## config.mk

```make
export PLATFORM = sky130hd
export DESIGN_NAME = lut6_cfg_writer
export DESIGN_NICKNAME = d
export VERILOG_FILES = /design/src/rtl/lut_cfg_pkg.sv /design/src/rtl/lut6_read.sv /design/src/rtl/lut6_cfg_writer.sv
export SDC_FILE = /design/constraint.sdc
export NUM_CORES = 1
export LEC_CHECK = 0
export BUFFER_PORTS_ARGS = -buffer_cell sky130_fd_sc_hd__buf_2
export CAP_MARGIN = 30
export CORE_MARGIN = 4
export CORE_UTILIZATION = 60
export DETAILED_ROUTE_END_ITERATION = 8
export PLACE_DENSITY = 0.83
export SLEW_MARGIN = 5
export SYNTH_ARGS = -nofsm -noshare
export SYNTH_HDL_FRONTEND = slang
export SYNTH_SLANG_ARGS = --single-unit
```

## constraint.sdc

```tcl
create_clock -name C -period 6.25 [get_ports C]
set_input_delay 1.25 -clock C [delete_from_list [all_inputs] [get_ports C]]
set_output_delay 1.25 -clock C [all_outputs]
set_load 0.01 [all_outputs]
```

## src/rtl/lut_cfg_pkg.sv

```systemverilog
// rtl/lut_cfg_pkg.sv - shared types and sizes for the LUT6 configuration writer
package lut_cfg_pkg;

  localparam int LUT_BITS  = 64;
  localparam int ADDR_BITS = 6;
  localparam int CNT_BITS  = 7;

  typedef enum logic [1:0] {
    ST_IDLE  = 2'd0,
    ST_SHIFT = 2'd1,
    ST_DONE  = 2'd2
  } state_t;

endpackage

```

## src/rtl/lut6_read.sv

```systemverilog
// rtl/lut6_read.sv - 64:1 read mux selecting one truth-table bit by address
module lut6_read
  import lut_cfg_pkg::*;
(
  input  logic [LUT_BITS-1:0]  lut_table,
  input  logic [ADDR_BITS-1:0] index,
  output logic                 bit_out
);

  // Pure combinational select; a partially loaded table is visible as-is.
  always_comb begin
    bit_out = lut_table[index];
  end

endmodule

```

## src/rtl/lut6_cfg_writer.sv

```systemverilog
// rtl/lut6_cfg_writer.sv - LUT6 whose truth table is reloaded serially, MSB first
module lut6_cfg_writer
  import lut_cfg_pkg::*;
#(
  parameter logic [63:0] INIT = 64'h0000000000000000
) (
  input  logic        C,
  input  logic        R,
  input  logic        CE,
  input  logic        CFG_VALID,
  input  logic [63:0] CFG_DATA,
  output logic        CFG_READY,
  output logic        DONE,
  output logic        CDO,
  input  logic        I0,
  input  logic        I1,
  input  logic        I2,
  input  logic        I3,
  input  logic        I4,
  input  logic        I5,
  output logic        O,
  output logic        LO
);

  state_t                state;
  state_t                state_nxt;
  logic [LUT_BITS-1:0]   live;
  logic [LUT_BITS-1:0]   staging;
  logic [CNT_BITS-1:0]   cnt;
  logic [CNT_BITS-1:0]   cnt_inc;
  logic                  accept;
  logic                  shift_en;
  logic [ADDR_BITS-1:0]  index;
  logic                  rd_bit;

  assign index   = {I5, I4, I3, I2, I1, I0};
  assign cnt_inc = cnt + 7'd1;

  // State register; reset always lands in IDLE regardless of CE or load progress.
  always_ff @(posedge C) begin
    if (R) begin
      state <= ST_IDLE;
    end else begin
      state <= state_nxt;
    end
  end

  // Next-state and handshake outputs; R masks both the accept and the DONE pulse.
  always_comb begin
    state_nxt = state;
    accept    = 1'b0;
    shift_en  = 1'b0;
    CFG_READY = 1'b0;
    DONE      = 1'b0;
    case (state)
      ST_IDLE: begin
        CFG_READY = !R;
        if (CFG_VALID && !R) begin
          accept    = 1'b1;
          state_nxt = ST_SHIFT;
        end
      end
      ST_SHIFT: begin
        if (CE) begin
          shift_en = 1'b1;
          if (cnt_inc == CNT_BITS'(LUT_BITS)) begin
            state_nxt = ST_DONE;
          end
        end
      end
      ST_DONE: begin
        DONE      = !R;
        state_nxt = ST_IDLE;
      end
      default: begin
        state_nxt = ST_IDLE;
      end
    endcase
  end

  // Datapath: capture on accept, then move one staging bit into the live table per enabled edge.
  always_ff @(posedge C) begin
    if (R) begin
      live    <= INIT;
      staging <= '0;
      cnt     <= '0;
    end else if (accept) begin
      staging <= CFG_DATA;
      cnt     <= '0;
    end else if (shift_en) begin
      live    <= {live[LUT_BITS-2:0], staging[LUT_BITS-1]};
      staging <= {staging[LUT_BITS-2:0], 1'b0};
      cnt     <= cnt_inc;
    end
  end

  // The old table leaves through the top bit as the new one enters at the bottom.
  assign CDO = live[LUT_BITS-1];

  lut6_read u_read (
    .lut_table (live),
    .index     (index),
    .bit_out   (rd_bit)
  );

`ifdef FAST_IQ
  // Debug override pairs, written only hierarchically; reset R leaves them alone.
  logic o_ovr_flag  = 1'b0;
  logic o_ovr_val   = 1'b0;
  logic lo_ovr_flag = 1'b0;
  logic lo_ovr_val  = 1'b0;

  assign O  = o_ovr_flag  ? o_ovr_val  : rd_bit;
  assign LO = lo_ovr_flag ? lo_ovr_val : rd_bit;
`else
  assign O  = rd_bit;
  assign LO = rd_bit;
`endif

endmodule

```

==> metrics.txt <==
highest achievable clock rate=roughly 240 MHz; total of flip-flops plus latches after synthesis=about 140; number of clock sinks seen by CTS=around 140; worst path required time=approximately 5.0 ns; number of antenna-violating nets in the routed design=0; unrepaired setup endpoints after global routing=false; largest net degree at the start of global routing=99; Remaining DRCs=0; Setup violations, final=0; clock tree from TritonCTS=yes; combinational power share=0.081; Design Power=between 1.5 and 2 mW; Finished Cell Area=0.00674 mm^2; maximum clock skew at final layout=0.00566 ns; tightest hold margin=approximately 0.47 ns; count of input and output buffers=78; setup bufs post-CTS=0; average detailed-routed wire length per instance=about 15 um; total of cells resized after clock tree synthesis=0; ratio of routed vias to standard cells=between 5 and 6; DP Wirelength=between 8000 and 9000 um; number of nets in the layout=between 800 and 900; boundary pin count=79; Placeable Area=between 0.009 and 0.01 mm^2; peak supply drop=roughly 0.18 mV; dpl cell area=a little over 0.006 mm^2; Min-Delay Path Class=flop to flop; worst setup path class=input port to output port; die outline area=0.0114 mm^2; share of the yosys chip area belonging to registers=0.468; mapped cell area=roughly 0.0059 mm^2; overall die width=roughly 110 um; actual slew at the worst max-slew pin=0.951 ns; Synth-to-Final Area Change=15.0%; total negative slack for setup checks=0 ns; relative contribution of sequential cells to total power=0.465; wire length of the first global-routing pass=22700 um; # H-tree levels=4; slew margin rel.=0.366; Final Max Slew Viols=0; via count of the first global-routing pass=about 5000; 1st-iter DRT viols=about 430; antenna violations before repair=0; power density over cell area=~300 mW/mm^2; Pre-Repair DR Iteration Count=5; Global Route Usage Sum=0.245; Leakage Power=around 2.4 nW; maximum buffer depth of the clock tree=2; switching power=~480 uW; share of cells above drive strength 1=0.159; starting density of the core=0.626; number of vias in the routed layout=between 5000 and 6000; root buffer selected by CTS=sky130_fd_sc_hd__clkbuf_8; critical path startpoint category=input port; post-synthesis area per instance=a little over 8 um^2; Inserted Clock Buffers=17; GRT Residual Overflow=0; number of maximum-capacitance violations=0; Final Hold Fails=0; total of warnings raised by yosys=0; Worst setup EP type=output port; post-synthesis net count=about 800; largest fanout of any net on the critical path=15; arrival time at the worst endpoint=around 3 ns; run status=complete, no violations; internal power=between 1.5 and 2 mW; hold_buf cts=0; Post-synth EDFFs=0; clock latency of the later-clocked register in the worst-skew pair=between 0.5 and 0.6 ns; commonest register cell after synthesis=sky130_fd_sc_hd__dfxtp_1; share of total power consumed by net switching=0.239; total routed wirelength=between 10000 and 15000 um; asr flop ratio synth=0; count of different cell masters after synthesis=33; period utilization=0.675; standard-cell rows=35; Clk pwr share=0.454; number of antenna diodes=0; Post-Route Utilization=0.720; Die Y=~110 um; min cycle time layout=around 4.2 ns; Gate Count Post-Synth=approximately 720; final estimated routing congestion in global placement=between 0.7 and 0.8; clock-pin slew on the worst setup and hold paths=roughly 0.060 ns
[worst max-delay path, stage by stage]
cell and delay [ns]:
sky130_fd_sc_hd__buf_2 0.34, sky130_fd_sc_hd__mux4_1 0.63, sky130_fd_sc_hd__mux2i_1 0.16, sky130_fd_sc_hd__mux2i_1 0.09
sky130_fd_sc_hd__a211oi_1 0.26, sky130_fd_sc_hd__a21oi_1 0.09, sky130_fd_sc_hd__buf_2 0.15
[power groups by stage]
stage	clock network, mW	registers [mW]	logic, mW
2_1_floorplan	0	0.941	0.118
3_3_place_gp	0	0.944	0.153
3_5_place_dp	0	0.945	0.159
4_1_cts	0.917	0.928	0.161
5_1_grt	0.966	0.932	0.180
6_report	0.906	0.929	0.161
[cell families (layout without fill, tap and decap cells)]
family / count (synthesis) / after routing / share of synthesized area
XOR/XNOR: 5 / 5 / 0.00747
flip-flops: 137 / 137 / 0.468
AND/OR/NAND/NOR: 352 / 352 / 0.232
multiplexers: 26 / 26 / 0.0824
buffers and inverters: 64 / 114 / 0.0497
AO/OA/AOI/OAI: 137 / 137 / 0.158
adder cells (fa/ha/maj): 1 / 1 / 0.00213
[cells in the mapped netlist (all sizes together) (4+ instances only)]
cell / instances / share of area
a21oi: 69 / 0.059
a311oi: 62 / 0.093
buf: 20 / 0.021
clkbuf: 44 / 0.028
dfxtp: 137 / 0.47
mux2i: 10 / 0.017
mux4: 16 / 0.065
nand2: 261 / 0.17
nand3: 6 / 0.0051
nor2: 71 / 0.045
nor3: 5 / 0.0043
xor2: 4 / 0.0060
[layout by cell type, fill, tap and decap left out, types with 5 or more instances in the layout]
master,Yosys,routed
sky130_fd_sc_hd__mux4_1,6,6
sky130_fd_sc_hd__a311oi_1,62,62
sky130_fd_sc_hd__nor3_1,5,5
sky130_fd_sc_hd__nor2_1,71,70
sky130_fd_sc_hd__dfxtp_1,137,137
sky130_fd_sc_hd__mux4_2,10,10
sky130_fd_sc_hd__clkbuf_16,0,16
sky130_fd_sc_hd__nand3_1,6,6
sky130_fd_sc_hd__buf_4,2,6
sky130_fd_sc_hd__mux2i_1,10,10
sky130_fd_sc_hd__buf_2,15,77
sky130_fd_sc_hd__nand2_1,261,260
sky130_fd_sc_hd__a21oi_1,69,69
[metal layers]
metal,wire length [um],GRT usage
met1,5670,0.313
met2,6580,0.393
met3,902,0.0813
met4,168,0.0785
met5,0,0
[registers in the layout, summed over array words and instances, names as in the netlist]
register	flops
cnt	7
staging	64
state	2
live	64
[cell type report]
class                      count  area [um^2]
timing repair buffer          84          458
clock inverter                 7         70.1
sequential                   137         2740
tap                          129          161
multi-input combinational    521         2850
fill                         737         2630
clock buffer                  23          467
[final timing paths]
path / from / to / slack (ns) / cells after the start
setup / recovery: I0 / O / 2.03 / 7
hold / removal: live[47] / live[48] / 0.47 / 2
setup reg to reg: state[1] / cnt[5] / 3.79 / 7
hold reg to reg: live[47] / live[48] / 0.47 / 2
[through the flow]
stage / instances / setup WS, ns
after floorplan: 722 / 2.40
after global placement: 870 / 2.12
after detailed placement: 871 / 2.04
after CTS: 901 / 2.03
after global routing: 901 / 1.95
final: 901 / 2.03
Power figures use the tool's default switching activity.
